===== config.mk =====
export PLATFORM = sky130hd
export DESIGN_NAME = i2c_sram_burst
export DESIGN_NICKNAME = d
export VERILOG_FILES = /design/src/rtl/i2c_sram_pkg.sv /design/src/rtl/i2c_sram_mem.sv /design/src/rtl/i2c_sram_burst.sv
export SDC_FILE = /design/constraint.sdc
export NUM_CORES = 2
export LEC_CHECK = 0
export ABC_AREA = 1
export CAP_MARGIN = 30
export CORE_AREA = 3 3 699 701
export CTS_CLUSTER_DIAMETER = 60
export DETAILED_ROUTE_END_ITERATION = 7
export DIE_AREA = 0 0 702 704
export PLACE_DENSITY = 0.52
export SLEW_MARGIN = 10
export SYNTH_ARGS = -nofsm -noshare
export SYNTH_HDL_FRONTEND = slang
export SYNTH_HIERARCHICAL = 1
export SYNTH_SLANG_ARGS = --single-unit

===== constraint.sdc =====
create_clock -name clk -period 4.5 [get_ports clk]
set_input_delay 0.675 -clock clk [delete_from_list [all_inputs] [get_ports clk]]
set_output_delay 0.675 -clock clk [all_outputs]
set_load 0.05 [all_outputs]

===== src/rtl/i2c_sram_pkg.sv =====
// Shared FSM state encodings and I2C acknowledge levels for the I2C-to-SRAM burst bridge.
package i2c_sram_pkg;

    typedef enum logic [3:0] {
        IDLE     = 4'd0,
        DEV_ADDR = 4'd1,
        DEV_ACK  = 4'd2,
        MEM_ADDR = 4'd3,
        MEM_ACK  = 4'd4,
        WR_BYTE  = 4'd5,
        WR_ACK   = 4'd6,
        RD_BYTE  = 4'd7,
        RD_ACK   = 4'd8
    } state_t;

    localparam logic ACK  = 1'b0;
    localparam logic NACK = 1'b1;

endpackage


===== src/rtl/i2c_sram_mem.sv =====
// Word storage: one synchronous write port, one registered read port, no reset.
module i2c_sram_mem #(
    parameter int WIDTH  = 16,
    parameter int ADDR_W = 8
) (
    input  logic              clk,
    input  logic              we,
    input  logic [ADDR_W-1:0] waddr,
    input  logic [WIDTH-1:0]  wdata,
    input  logic [ADDR_W-1:0] raddr,
    output logic [WIDTH-1:0]  rdata
);

    logic [WIDTH-1:0] mem [2**ADDR_W];

    always_ff @(posedge clk) begin
        if (we) mem[waddr] <= wdata;
        rdata <= mem[raddr];
    end

endmodule


===== src/rtl/i2c_sram_burst.sv =====
// I2C slave exposing a word-organised SRAM with auto-incrementing burst reads and writes.
module i2c_sram_burst
    import i2c_sram_pkg::*;
#(
    parameter int DATA_BYTES = 2,
    parameter int ADDR_W     = 8
) (
    input  logic       clk,
    input  logic       reset,
    input  logic       scl_in,
    input  logic       sda_in,
    output logic       sda_oe,
    input  logic [6:0] my_addr,
    output logic [6:0] rcvd_device_address,
    output logic       rcvd_mode,
    output logic [3:0] state,
    output logic       wr_done,
    output logic       busy
);

    localparam int         WIDTH    = 8 * DATA_BYTES;
    localparam logic [1:0] LAST_IDX = 2'(DATA_BYTES - 1);

    state_t            cur_state, state_next;
    logic              scl_s1, scl_s2, scl_d, sda_s1, sda_s2, sda_d;
    logic              scl_rise, scl_fall, start, stop, byte_done;
    logic [3:0]        bit_cnt;
    logic [7:0]        shreg, tx_byte;
    logic [6:0]        addr_lat;
    logic [ADDR_W-1:0] ptr;
    logic [1:0]        byte_idx, idx_next;
    logic [WIDTH-1:0]  word_buf, rdata;
    logic              sda_next, mem_we, tx_bit;

    always_ff @(posedge clk or posedge reset) begin
        if (reset) begin
            {scl_s1, scl_s2, scl_d, sda_s1, sda_s2, sda_d} <= '1;
        end else begin
            scl_s1 <= scl_in;  scl_s2 <= scl_s1;  scl_d <= scl_s2;
            sda_s1 <= sda_in;  sda_s2 <= sda_s1;  sda_d <= sda_s2;
        end
    end

    // START/STOP require SCL high in both samples, so a simultaneous SCL/SDA change is a data bit.
    assign scl_rise  = scl_s2 & ~scl_d;
    assign scl_fall  = ~scl_s2 & scl_d;
    assign start     = scl_s2 & scl_d & sda_d & ~sda_s2;
    assign stop      = scl_s2 & scl_d & ~sda_d & sda_s2;
    assign byte_done = scl_fall && (bit_cnt == 4'd8);

    always_ff @(posedge clk or posedge reset) begin
        if (reset) cur_state <= IDLE;
        else       cur_state <= state_next;
    end

    always_comb begin
        state_next = cur_state;
        if (start) begin
            state_next = DEV_ADDR;
        end else if (stop) begin
            state_next = IDLE;
        end else if (scl_fall) begin
            case (cur_state)
                DEV_ADDR: if (bit_cnt == 4'd8) state_next = (shreg[7:1] == addr_lat) ? DEV_ACK : IDLE;
                DEV_ACK:  state_next = MEM_ADDR;
                MEM_ADDR: if (bit_cnt == 4'd8) state_next = MEM_ACK;
                MEM_ACK:  state_next = rcvd_mode ? RD_BYTE : WR_BYTE;
                WR_BYTE:  if (bit_cnt == 4'd8) state_next = WR_ACK;
                WR_ACK:   state_next = WR_BYTE;
                RD_BYTE:  if (bit_cnt == 4'd8) state_next = RD_ACK;
                RD_ACK:   state_next = (shreg[0] == ACK) ? RD_BYTE : IDLE;
                default:  state_next = IDLE;
            endcase
        end
    end

    always_comb begin
        idx_next = byte_idx;
        case (cur_state)
            MEM_ACK:        idx_next = LAST_IDX;
            WR_ACK, RD_ACK: idx_next = (byte_idx == 2'd0) ? LAST_IDX : byte_idx - 2'd1;
            default:        idx_next = byte_idx;
        endcase
        // Entering RD_BYTE sends the MSB of the next byte; staying sends the next lower bit.
        tx_byte  = 8'(rdata >> (8 * idx_next));
        tx_bit   = (cur_state == RD_BYTE) ? tx_byte[3'd7 - bit_cnt[2:0]] : tx_byte[7];
        sda_next = sda_oe;
        if (start || stop) begin
            sda_next = 1'b0;
        end else if (scl_fall) begin
            case (state_next)
                DEV_ACK, MEM_ACK, WR_ACK: sda_next = 1'b1;
                RD_BYTE:                  sda_next = ~tx_bit;
                default:                  sda_next = 1'b0;
            endcase
        end
        mem_we = scl_fall && (cur_state == WR_ACK) && (byte_idx == 2'd0);
        busy   = (cur_state != IDLE);
    end

    always_ff @(posedge clk or posedge reset) begin
        if (reset) begin
            sda_oe              <= 1'b0;
            wr_done             <= 1'b0;
            rcvd_device_address <= '0;
            rcvd_mode           <= 1'b0;
            ptr                 <= '0;
            bit_cnt             <= '0;
            shreg               <= '0;
            addr_lat            <= '0;
            byte_idx            <= '0;
            word_buf            <= '0;
        end else begin
            sda_oe  <= sda_next;
            wr_done <= mem_we;
            if (start) addr_lat <= my_addr;
            if (scl_rise) shreg <= {shreg[6:0], sda_s2};
            if (start || stop || (scl_fall && state_next != cur_state)) bit_cnt <= '0;
            else if (scl_rise) bit_cnt <= bit_cnt + 4'd1;
            if (scl_fall) byte_idx <= idx_next;
            if (byte_done && cur_state == DEV_ADDR) begin
                rcvd_device_address <= shreg[7:1];
                rcvd_mode           <= shreg[0];
            end
            if (byte_done && cur_state == MEM_ADDR) ptr <= ADDR_W'(shreg);
            if (byte_done && cur_state == WR_BYTE)
                word_buf <= (word_buf & ~(WIDTH'(8'hFF) << (8 * byte_idx))) | (WIDTH'(shreg) << (8 * byte_idx));
            // Read pointer advances on entering RD_ACK so the next word is ready a full SCL period early.
            if (mem_we || (byte_done && cur_state == RD_BYTE && byte_idx == 2'd0)) ptr <= ptr + ADDR_W'(1);
        end
    end

    i2c_sram_mem #(.WIDTH(WIDTH), .ADDR_W(ADDR_W)) u_mem (
        .clk   (clk),
        .we    (mem_we),
        .waddr (ptr),
        .wdata (word_buf),
        .raddr (ptr),
        .rdata (rdata)
    );

    assign state = cur_state;

endmodule

# Word-level counts from Yosys, hierarchy flattened
# Memory sizes are Yosys's and may differ from the RTL's. A register that Yosys moved wholly into a read port is not among the register bits.
# Index checks and enable logic that the tools add are counted.
# word_totals
ff_bits	65
out_inout_bits	15
wordCells	100
mem_bits_rw	4096
n_memories	1
inputBits	11
# memory_table
name	depth	word_bits	read_ports	rd_ports_with_merged_regs	wr	line	text
u_mem.mem	256	16	1	1	1	i2c_sram_mem.sv:14	logic [WIDTH-1:0] mem [2**ADDR_W];
# op_classes
n_mux	25
n_eq_ne	15
n_reduce_logical	19
addsub	4
bitwise	15
shifts	3
magnitude_cmp	1
# ops
cell	count
4-bit two-way mux	9
4-bit case mux with 8 select lines	1
4-bit by 3-bit == test with 1-bit output, second input constant	7
16-bit AND	1
8-bit two-way mux	2
16-bit NOT	1
16-bit OR	1
8-bit by 5-bit << shifter with 16-bit output	1
8-bit by 5-bit << shifter with 16-bit output, first input constant	1
16-bit by 5-bit right shift with 8-bit output	1
4-bit by 2-bit == test with 1-bit output, second input constant	3
1-bit logical AND	9
8-bit by 1-bit adder with 8-bit output, second input constant	1
4-bit == test, second input constant	2
1-bit AND	7
7-bit == test	1
1-bit two-way mux	6
2-bit two-way mux	3
2-bit nonzero test	3
1-bit NOT	5
4-bit by 1-bit adder with 4-bit output, second input constant	1
4-bit by 1-bit == test with 1-bit output, second input constant	1
3-bit by 4-bit less-than comparator with 1-bit output, second input constant	1
4-bit != test	1
other kinds (11)	13

# Depth between registers and ports, before layout
# depth
word_depth	12
ltp_mapped	18
mapped_depth_nobuf	17

# By module
# The synthesis kept the hierarchy.
# by_module_without_submodules
module	seq_area_each_um2	cells_per_inst	area_each_um2	instances
i2c_sram_mem	123318.3	13617	165706.4	1
i2c_sram_burst	1634.1	412	3249.4	1

# Least setup slack after synthesis
# Ideal clock, no wire load.
# synth_path
path_type	reg-to-reg
start	reg word_buf[10]
end	mem u_mem.mem[0][10], data pin
setup_time_ns	0.804
period_less_slack_ns	3.987
stages_incl_launch_ff	1
t_arrival_ns	3.184
path_slack_ns	0.513
path_buffers	0
cell_sequence	dfrtp_1
# synth_lines
element	line	text
start, declared	i2c_sram_burst.sv:32	logic [WIDTH-1:0] word_buf, rdata;
start signal, assigned	i2c_sram_burst.sv:127	word_buf <= (word_buf & ~(WIDTH'(8'hFF) << (8 * byte_idx))) | (WIDTH'(shreg) << (8 * byte_idx));
end, declared	i2c_sram_mem.sv:14	
# Straight into the memory's write port.

==> results.toml <==
[status]
status = "completed"

[clock_network]
cts-root-buf = "clkbuf_16"
cts_num_sinks = 4177
cts_buffer_depth = 4
htree_levels = 5
cts_setup_buffers = 0
clk_pin_slew_ns = 0.06
cts_tree = "done"
cts_inserted_buffers = 440
clk_latency_ns = 1.02

[setup_path]
rr_worst_depth = 13
path_depth = 13
cpMostUsedCell = "nand3_1"
slowest_stage = "dfrtp_4"
cpPeakStageDelay_ns = 0.72
crit_path_cell_trace = "inv_16, buf_12, buf_12, nand2_1, nand3_1, nand3_1, nand3_1, nand3_1, nand3_1, nand3_1, nand2_1, nand2_1, nand2_1"
critical_path_required_ns = 5.41
worstPathMaxFanout = 62
endpoint_kind = "flop"
crit_type = "reg -> reg"
critical_path.top_delay_family = "simple AND/OR/NAND/NOR gates"
path_buf_inv = 3
startpoint_type = "flop"
cp.arrival_ns = 5.05

[synth]
synthArstFlopShare = 0.01556
synth_nets = 14040
synth_seq_cells = 4177
synth-seq-area-share = 0.7396
yosys.area.top_type = "edfxtp_1"
syn-cell-area_um2 = 169000
synthDistinctLibCells = 37
synth_flop_cell = "edfxtp_1"
synth_area_leaders = "edfxtp_1 73%, nand3_1 12%, nand2_1 9.6%, buf_2 1.5%, dfrtp_1 0.87%"
synth_enable_flop_cells = 4096
yosysWarnings = 6
synth_area_per_cell_um2 = 12.04
syn_inst = 14030
synth_top_cell_area_share = 0.7280

[pwr]
vdd_drop_max_mv = 0.3373
fin_total_pwr_uw = 89840
power_leakage_uw = 0.07006
power.density_nw_per_um2 = 466.9

[sta]
skew_ns = 0.06024
drv_slew = 0
final.setup.tns_ns = 0
post-route-period-util = 0.9205
max-slew-margin-rel = 0.2623
hold_viol_final = 0
worst_slew_pin_slew_ns = 1.107
post-route-min-period_ns = 4.142
rsz0062_at_grt = "false"
setup_violations = 0
fmax_mhz = 241.4
fin_ws_ns = 0.3578

[global_routing]
grt-ovfl-total = 0
grt_pass1_wl_mm = 758.2
antenna_found_initial = 16
grt_pass1_vias = 103400
grt_start_max_net_pins = 182
grtUsageTotal = 0.2062

[routing]
drt_iter0_drc = 12640
wl_mm = 523.4
ant_nets = 0
via_count = 110900
drc = 0
dr.pass1.iters = 6
wl_per_cell_um = 24.99
via_per_inst = 5.296

[floorplanning]
initial_core_util = 0.3502
fp.dieArea_um2 = 494200
io_pins = 26
die_h_um = 704
fp.dieW_um = 702
core_region_area_um2 = 482400
rows = 255

[layout]
final_common_cell = "nand2_1"
final_core_util = 0.3988
final_nets = 14160
area_delta_synth_final_pct = 13.88
drive_gt1_frac = 0.08962
layout_common_cells = "4314 x nand2_1, 4096 x edfxtp_1, 4064 x nand3_1"
fillers = 45410
fin_cells = 20950

[placed_design]
gp_congestion = 0.8759
hpwl_mm = 293.9
post-place-ws_ns = 0.3892
placed_cells = 20120
portBuffers = 25

[run]
drv_cap = 0

[min_path]
hold_path.class = "in -> reg"
hold_depth = 1
## path summary, 6_finish.rpt
kind	start	endpoint	slack, ns
worst max-delay path	ptr[0]$_DFFE_PP0P_	u_mem/rdata[10]$_DFF_P_	0.36
worst min-delay path	sda_in	sda_s1$_DFF_PP1_	0.09
worst max register to register	ptr[0]$_DFFE_PP0P_	u_mem/rdata[10]$_DFF_P_	0.36
worst min register to register	sda_s1$_DFF_PP1_	sda_s2$_DFF_PP1_	0.36
max in group asynchronous	reset	word_buf[2]$_DFFE_PP0P_	2.95
min in group asynchronous	reset	addr_lat[5]$_DFFE_PP0P_	0.45
## area by class of cell
class,count,area [um^2],area share
sequential,4177,125000,0.6499
inverter,88,382.9,0.001990
timing repair buffer,621,6435,0.03345
antenna,3,7.507,0.00003902
clock inverter,241,2172,0.01129
tap,6425,8039,0.04178
multi-input combinational,8817,38590,0.2006
clock buffer,573,11740,0.06101
## synth_stat cells, types with 39 or more instances
| master | count |
|---|---|
| nand3_1 | 4064 |
| inv_1 | 80 |
| buf_1 | 70 |
| buf_2 | 499 |
| nor2_1 | 322 |
| o21ai_0 | 39 |
| buf_4 | 163 |
| clkbuf_1 | 159 |
| dfrtp_1 | 59 |
| nand2_1 | 4330 |
| edfxtp_1 | 4096 |
| buf_6 | 53 |
## timing repair
item	in CTS	in global routing
hold buffers	2	0
endpoints found under the hold margin	9	0
resized for setup	0	0
setup endpoints to repair	0	0
## logic make-up (layout without fill, tap and decap cells)
kind of cell,count (synthesis),in the layout,synth area share
buffers and inverters,1035,1523,0.03292
adder cells (fa/ha/maj),3,3,0.0002222
flip-flops,4177,4177,0.7396
other,0,3,0
AND/OR/NAND/NOR,8738,8738,0.2246
AO/OA/AOI/OAI,65,65,0.002088
XOR/XNOR,11,11,0.0005702
## sequential cells by signal, summed over array words and instances, names as in the netlist
signal,cells
u_mem/mem,4096
u_mem/rdata,16
word_buf,16
ptr,8
shreg,8
addr_lat,7
rcvd_device_address,7
bit_cnt,4
state,4
byte_idx,2
rcvd_mode,1
scl_d,1
scl_s1,1
scl_s2,1
sda_d,1
sda_oe,1
sda_s1,1
sda_s2,1
wr_done,1
## metrics by stage
step           instance area [um^2]  hold slack, ns
6_report                     192400         0.09426
5_1_grt                      192400         0.06885
4_1_cts                      192200        0.004400
3_5_place_dp                 178300          0.3481
3_3_place_gp                 178100          0.3457
2_1_floorplan                169000          0.3452
## power by group
| part | internal [uW] | switching, uW |
|---|---|---|
| combinational | 2830 | 9040 |
| clock | 20200 | 15300 |
| sequential | 42200 | 314 |
## metal layers
layer / GRT usage / vias up / wire length (um)
met2: 0.3207 / 4052 / 238900
met3: 0.02960 / 763 / 37780
met1: 0.2985 / 55900 / 229500
met5: 0 / - / 38
li1: - / 50210 / -
met4: 0.06428 / 6 / 17260
No activity file was read; power rests on OpenSTA's default activity.
